## config.mk

```make
export PLATFORM = sky130hd
export DESIGN_NAME = sa_operand_sequencer
export DESIGN_NICKNAME = d
export VERILOG_FILES = /design/src/rtl/sa_operand_sequencer.sv
export SDC_FILE = /design/constraint.sdc
export NUM_CORES = 1
export LEC_CHECK = 0
export CORE_UTILIZATION = 43
export CTS_BUF_LIST = sky130_fd_sc_hd__clkbuf_4 sky130_fd_sc_hd__clkbuf_8
export CTS_CLUSTER_SIZE = 8
export DETAILED_ROUTE_END_ITERATION = 8
export PLACE_DENSITY = 0.68
export SLEW_MARGIN = 20
export SYNTH_ARGS = -nofsm -noshare
export SYNTH_HDL_FRONTEND = slang
export SYNTH_SLANG_ARGS = --single-unit
```

## constraint.sdc

```tcl
create_clock -name clk -period 12.9 [get_ports clk]
set_input_delay 3.87 -clock clk [delete_from_list [all_inputs] [get_ports clk]]
set_output_delay 3.87 -clock clk [all_outputs]
set_load 0.1 [all_outputs]
```

## src/rtl/sa_operand_sequencer.sv

```systemverilog
// Operand feeder for the systolic tile: holds A and W, streams them diagonally skewed onto the row/column edges.
// Latency: first beat and acc_clr appear one cycle after the start edge; done follows the last drain beat by one cycle.
// Backpressure: enable low freezes everything; load_ready drops outside IDLE or when start is present. Optional run_count via SEQ_RUN_COUNT_EN.
module sa_operand_sequencer #(
  parameter int SIZE  = 4,
  parameter int WIDTH = 8
) (
  input  logic                      clk,
  input  logic                      reset,
  input  logic                      enable,
  input  logic                      load_valid,
  output logic                      load_ready,
  input  logic                      load_sel,
  input  logic [$clog2(SIZE)-1:0]   load_row,
  input  logic [SIZE*WIDTH-1:0]     load_data,
  input  logic                      start,
  output logic                      busy,
  output logic                      done,
  output logic                      acc_clr,
  output logic                      out_valid,
  output logic [SIZE*WIDTH-1:0]     x_out,
  output logic [SIZE*WIDTH-1:0]     w_out
`ifdef SEQ_RUN_COUNT_EN
  ,
  output logic [15:0]               run_count
`endif
);

  localparam int              T_W    = $clog2(3*SIZE);
  localparam logic [T_W-1:0]  T_LAST = T_W'(3*SIZE-3);

  typedef enum logic [1:0] {
    S_IDLE = 2'd0,
    S_RUN  = 2'd1,
    S_DONE = 2'd2
  } state_t;

  state_t                 state_q;
  state_t                 state_d;
  logic [T_W-1:0]         t_q;
  logic [T_W-1:0]         beat_t;
  logic [WIDTH-1:0]       a_mem [SIZE][SIZE];
  logic [WIDTH-1:0]       w_mem [SIZE][SIZE];
  logic [SIZE*WIDTH-1:0]  x_beat;
  logic [SIZE*WIDTH-1:0]  w_beat;
  logic [SIZE*WIDTH-1:0]  x_q;
  logic [SIZE*WIDTH-1:0]  w_q;
  logic                   acc_clr_q;
  logic                   out_valid_q;
  logic                   start_run;
  logic                   step;
  logic                   finish;
  logic                   load_fire;

  assign start_run = enable && (state_q == S_IDLE) && start;
  assign step      = enable && (state_q == S_RUN) && (t_q != T_LAST);
  assign finish    = enable && (state_q == S_RUN) && (t_q == T_LAST);
  assign load_fire = load_valid && load_ready;

  always_ff @(posedge clk or posedge reset) begin
    if (reset) begin
      state_q <= S_IDLE;
    end else begin
      state_q <= state_d;
    end
  end

  always_comb begin
    state_d = state_q;
    case (state_q)
      S_IDLE:  if (start_run) state_d = S_RUN;
      S_RUN:   if (finish)    state_d = S_DONE;
      S_DONE:  if (enable)    state_d = S_IDLE;
      default:                state_d = S_IDLE;
    endcase
  end

  always_comb begin
    busy       = (state_q == S_RUN);
    done       = (state_q == S_DONE);
    load_ready = enable && (state_q == S_IDLE) && !start;
  end

  // Beat t puts A[i][k] on row lane i and W[k][i] on column lane i wherever i+k == t.
  assign beat_t = start_run ? '0 : t_q + 1'b1;

  always_comb begin
    x_beat = '0;
    w_beat = '0;
    for (int i = 0; i < SIZE; i++) begin
      for (int k = 0; k < SIZE; k++) begin
        if (int'(beat_t) == i + k) begin
          x_beat[i*WIDTH +: WIDTH] = a_mem[i][k];
          w_beat[i*WIDTH +: WIDTH] = w_mem[k][i];
        end
      end
    end
  end

  always_ff @(posedge clk or posedge reset) begin
    if (reset) begin
      for (int r = 0; r < SIZE; r++) begin
        for (int c = 0; c < SIZE; c++) begin
          a_mem[r][c] <= '0;
          w_mem[r][c] <= '0;
        end
      end
    end else if (load_fire) begin
      for (int c = 0; c < SIZE; c++) begin
        if (load_sel) begin
          w_mem[load_row][c] <= load_data[c*WIDTH +: WIDTH];
        end else begin
          a_mem[load_row][c] <= load_data[c*WIDTH +: WIDTH];
        end
      end
    end
  end

  always_ff @(posedge clk or posedge reset) begin
    if (reset) begin
      t_q         <= '0;
      acc_clr_q   <= 1'b0;
      out_valid_q <= 1'b0;
      x_q         <= '0;
      w_q         <= '0;
    end else if (enable) begin
      acc_clr_q <= start_run;
      if (start_run || step) begin
        t_q         <= beat_t;
        out_valid_q <= 1'b1;
        x_q         <= x_beat;
        w_q         <= w_beat;
      end else begin
        out_valid_q <= 1'b0;
        x_q         <= '0;
        w_q         <= '0;
      end
    end
  end

  assign acc_clr   = acc_clr_q;
  assign out_valid = out_valid_q;
  assign x_out     = x_q;
  assign w_out     = w_q;

`ifdef SEQ_RUN_COUNT_EN
  logic [15:0] run_count_q;

  always_ff @(posedge clk or posedge reset) begin
    if (reset) begin
      run_count_q <= '0;
    end else if (finish && (run_count_q != 16'hFFFF)) begin
      run_count_q <= run_count_q + 16'd1;
    end
  end

  assign run_count = run_count_q;
`endif

endmodule
```

### Yosys cells after proc, flatten, opt, wreduce, memory -nomap -nowiden

Index checks and enable logic that the tools add are counted.

| storage, ports and cells | value |
|---|---|
| logic and storage cells | 139 |
| bits in registers | 328 |
| bits of input ports | 40 |

| cells by class | value |
|---|---|
| bitwise operators | 1 |
| magnitude comparators | 2 |
| reductions and logical operators | 14 |
| muxes and demuxes | 70 |
| add/subtract/negate cells | 1 |
| equality and inequality tests | 13 |

Operator list:

| cell | number |
|---|---|
| $mux 128 | 14 |
| $bwmux 128 | 8 |
| $mux 8 | 33 |
| $demux 32 s2 | 4 |
| $mux 32 | 3 |
| $mux 24 | 1 |
| $eq 4x4->1 const B | 4 |
| $mux 16 | 1 |
| $eq 4x3->1 const B | 2 |
| $logic_and 1x1->1 | 8 |
| $mux 2 | 3 |
| $pmux 2 s3 | 1 |
| $add 4x1->4 const B | 1 |
| $eq 4x2->1 const B | 1 |
| $logic_not 4->1 | 1 |
| $mux 4 | 1 |
| $ne 2x2->1 const B | 2 |
| $ne 4x4->1 const B | 1 |
| $ge 3x3->1 const B | 1 |
| $lt 3x1->1 const B | 1 |
| $not 2->3 | 1 |
| $reduce_and 3->1 | 1 |
| $eq 2x1->1 const B | 1 |
| $eq 2x2->1 const B | 1 |
| other kinds (6) | 6 |

### Depth between registers and ports, before layout

| logic depth | value |
|---|---|
| depth in word-level cells | 16 |
| gate-level depth with buffers | 8 |
| depth with buffers taken out | 6 |

### Worst setup path before layout

OpenSTA, ideal clock, no wires.

| timing | value |
|---|---|
| path kind | in2out |
| start point | in start |
| end point | out load_ready |
| cell stages on the path | 1 |
| data required time | 9030 ps |
| path slack | 4038 ps |
| arrival | 4992 ps |
| path through | nor4b_4 |

| between the ends | value |
|---|---|
| longest elaborated chain between the ends | 2 |

Ends and longest elaborated chain:

| what | RTL line | source |
|---|---|---|
| start: declaration | 16 | `input logic start,` |
| $logic_not 1->1 | 81 | `load_ready = enable && (state_q == S_IDLE) && !start;` |
| $logic_and 1x1->1 | 81 |  |
| end: declaration | 12 | `output logic load_ready,` |

Every way passes these cells.

### Final worst setup path

| timing | value |
|---|---|
| start point | in enable |
| end point | out load_ready |

| between the ends | value |
|---|---|
| longest elaborated chain between the ends | 2 |

Ends and longest elaborated chain:

| what | RTL line | source |
|---|---|---|
| start: declaration | 10 | `input logic enable,` |
| $logic_and 1x1->1 (2 in series) | 81 |  |

Every way passes these cells.

==> results.md <==
- Static leakage: 8.362 nW
- GRT met2 Usage: 38.22%
- Detailed Route WL: 42,880 µm
- Skew-Pair Late Insertion Delay: 0.60 ns
- Cell count of the worst hold path: 1
- GR met1 Demand/Resource: approximately a third
- Longest Clk Path Bufs: 3
- H-tree levels: 2
- Nets: around 1,300
- Share of cells above drive strength 1: between 20% and 30%
- # IOs: around 110
- Crit path DAT: 6.28 ns
- Die width: between 150 and 200 µm
- DRC: 0
- Fin Setup TNS: 0 ns
- Maxcap violations: 0
- Setup crit start kind: primary input
- DR WL/cell: between 20 and 25 µm
- Ys flop type: dfrtp_1
- Starting Density: 44.05%
- Vias in the first global route: ~11,000
- Sequential cell area fraction in the yosys report: between 50% and 60%
- CP delay by family, top: buffers and inverters
- Max Slew Vio Count: 0
- Fmax: between 0.09 and 0.1 GHz
- Setup Fix Bufs, Post-CTS: 0
- Syn Area/Cell: 12.98 µm²
- Final cycle utilization of the critical path: about four fifths
- Crit Path Class: in2out
- Minimum clock period: roughly 10 ns
- Total grt overflow: 0
- Maximum vdd ir drop: about 0.00013 V
- Core Area: roughly 0.035 mm²
- Clk_skew: ~0.035 ns
- Commonest non-fill, non-tap cell in the layout: dfrtp_1
- # port buffers: around 110
- RSZ-0062 raised after global routing: false
- Critical Path Max Stage Delay: ~1.2 ns
- Post-synth ARST share: 100.0%
- Worst Hold Class: reg2reg
- Distinct cell type count after synthesis: 61
- Worst Max-Slew Pin Slew: ~1.2 ns
- R2r startpoint: t_q[0]$_DFFE_PP0P_
- Slew HR: a little under a fifth
- All-Layer GR Usage: between 20% and 30%
- Clock sinks: around 330
- Worst reg-to-reg path cell count: 7
- Netlist Area Pre-Place: about 0.015 mm²
- Hold path start: w_mem[62]$_DFFE_PP0P_
- GP Congestion: 0.8409
- Critical path cell sequence: buf_2 > buf_4 > nor4b_4 > clkdlybuf4s50_1
- Final setup viols: 0
- Post-cts sizing count: 0
- FF+latch count, synth: 328
- Drt pass-1 iters: 5
- Total stage count of the critical path: 4
- Post-synth EDFFs: 0
- Kind of end point of the critical path: primary output
- Hold-fix buffers at CTS: 0
- Post-DR vias/cell: 5.969
- Hold EP: w_mem[62]$_DFFE_PP0P_
- Antenna violations before repair: 0
- Reg-to-reg endpoint: x_out[19]$_DFFE_PP0P_
- Final HPWL DP: ~25,000 µm
- Slowest CP cell: clkdlybuf4s50_1
- DIE AREA: around 0.036 mm²
- First-pass GRT wire length: 66,820 µm
- Hold Fails Final Rpt: 0
- Outcome: completed
- GR Util met3: just under 4%
- # rows: 68
- Util after Layout: between 50 and 60%
- Number of buffers created by CTS: between 50 and 60
- Final antenna-violating net count: 0
- CP required: ~9.0 ns
- Post-Syn Nets: between 1,000 and 1,500
- N_diodes: 0
- DR vias: ~11,000
- Cell count after synthesis: ~1,200
- Drt first-iter violations: 818
- Max FO, Critical Path: 53
- Setup slack, reg-to-reg: 8.81 ns
- Area Growth Syn to Fin: 16.06%
- Die H: around 190 µm
- Synth warnings: 0
- Number of buffers and inverters on the critical path: 3
- CTS tree: yes
- Clock slew seen by the registers of the worst setup and hold paths: approximately 0.06 ns
- Largest net degree at the start of global routing: between 150 and 200
- Commonest cells after routing, fill and taps aside: dfrtp_1 (328), mux2_2 (148), clkdlybuf4s50_1 (107), mux2_4 (98), clkbuf_8 (66)
- Power Density: 250.2 mW/mm²
- GR peak layer: met2
- Clk root buf: clkbuf_8
[per-stage QoR]
step	std cells	hold WS [ns]	instance area, µm²	power, mW	worst slack, ns
6_report	1764	0.4839	17830	4.463	2.754
5_1_grt	1764	0.5056	17830	4.659	2.695
3_5_place_dp	1670	0.4737	16710	3.532	2.781
2_1_floorplan	1184	0.4562	15370	2.951	4.038
4_1_cts	1763	0.4878	17820	4.472	2.743
3_3_place_gp	1670	0.4672	16710	3.505	2.780
[cells in the mapped netlist, drive strengths merged, types with 8 or more instances]
| cell type | number | area share (%) |
|---|---|---|
| dfrtp | 328 | 53 |
| mux2 | 257 | 21 |
| clkbuf | 57 | 1.4 |
| nor2b | 50 | 2.0 |
| nor3 | 48 | 1.6 |
| buf | 47 | 2.3 |
| nand3 | 37 | 1.2 |
| a21oi | 33 | 1.1 |
| a32oi | 32 | 1.8 |
| nor2 | 27 | 0.66 |
| inv | 20 | 0.49 |
| nand4 | 18 | 0.73 |
| o21ai | 18 | 0.59 |
| a21o | 17 | 0.83 |
| o2111ai | 17 | 0.97 |
| a221o | 15 | 0.98 |
| a22oi | 15 | 0.73 |
| mux2i | 15 | 0.98 |
| o21a | 15 | 0.73 |
| o22a | 15 | 0.86 |
| o31ai | 15 | 0.73 |
| o32ai | 15 | 0.86 |
| nand2 | 13 | 0.32 |
| a311oi | 8 | 0.46 |
[cell type report]
cell class	count	area (µm²)
repair buffers	136	1306
inverters	21	82.58
clock inverters	6	40.04
well taps	455	569.3
clock buffers	87	1066
flip-flops and latches	328	8208
multi-input cells	731	6561
fillers	3013	17050
[logic make-up (layout without fill, tap and decap cells)]
logic type	Yosys count	count (layout)	synth area share [%]
AO/OA/AOI/OAI	232	232	11.60
adder cells (fa/ha/maj)	2	2	0.1628
flip-flops	328	328	53.42
AND/OR/NAND/NOR	218	218	7.939
buffers and inverters	125	250	4.234
XOR/XNOR	7	7	0.4479
multiplexers	272	272	22.21
[worst max-delay path by stage]
| stage | end | startpoint |
|---|---|---|
| 6_report | load_ready | enable |
| 3_3_place_gp | load_ready | enable |
| 3_5_place_dp | load_ready | enable |
| 5_1_grt | load_ready | enable |
| 2_1_floorplan | load_ready | start |
| 4_1_cts | load_ready | enable |
[state kept, by name, indices dropped and copies added (netlist names)]
name,flops
state_q,2
acc_clr,1
x_out,32
out_valid,1
a_mem,128
w_out,32
w_mem,128
t_q,4
[worst reg2reg max path: stages, from the launching register on]
cell	delay, ns
dfrtp_1	0.36
buf_4	0.27
ha_2	0.38
buf_4	0.59
clkinv_1	0.79
nor2_2	1.00
o2111ai_1	0.30
a32oi_1	0.29
[where the power goes]
part	total, mW	internal, mW	switching, mW
logic	2.08	0.641	1.44
registers	1.45	1.28	0.171
clock network	0.932	0.520	0.412
[routing by layer]
layer	share of wire [%]	wire (µm)
met1	44	19000
met2	46	19930
met3	5.5	2377
met4	3.7	1574
met5	0	0
Note: power is estimated with default switching activity, not from simulation.
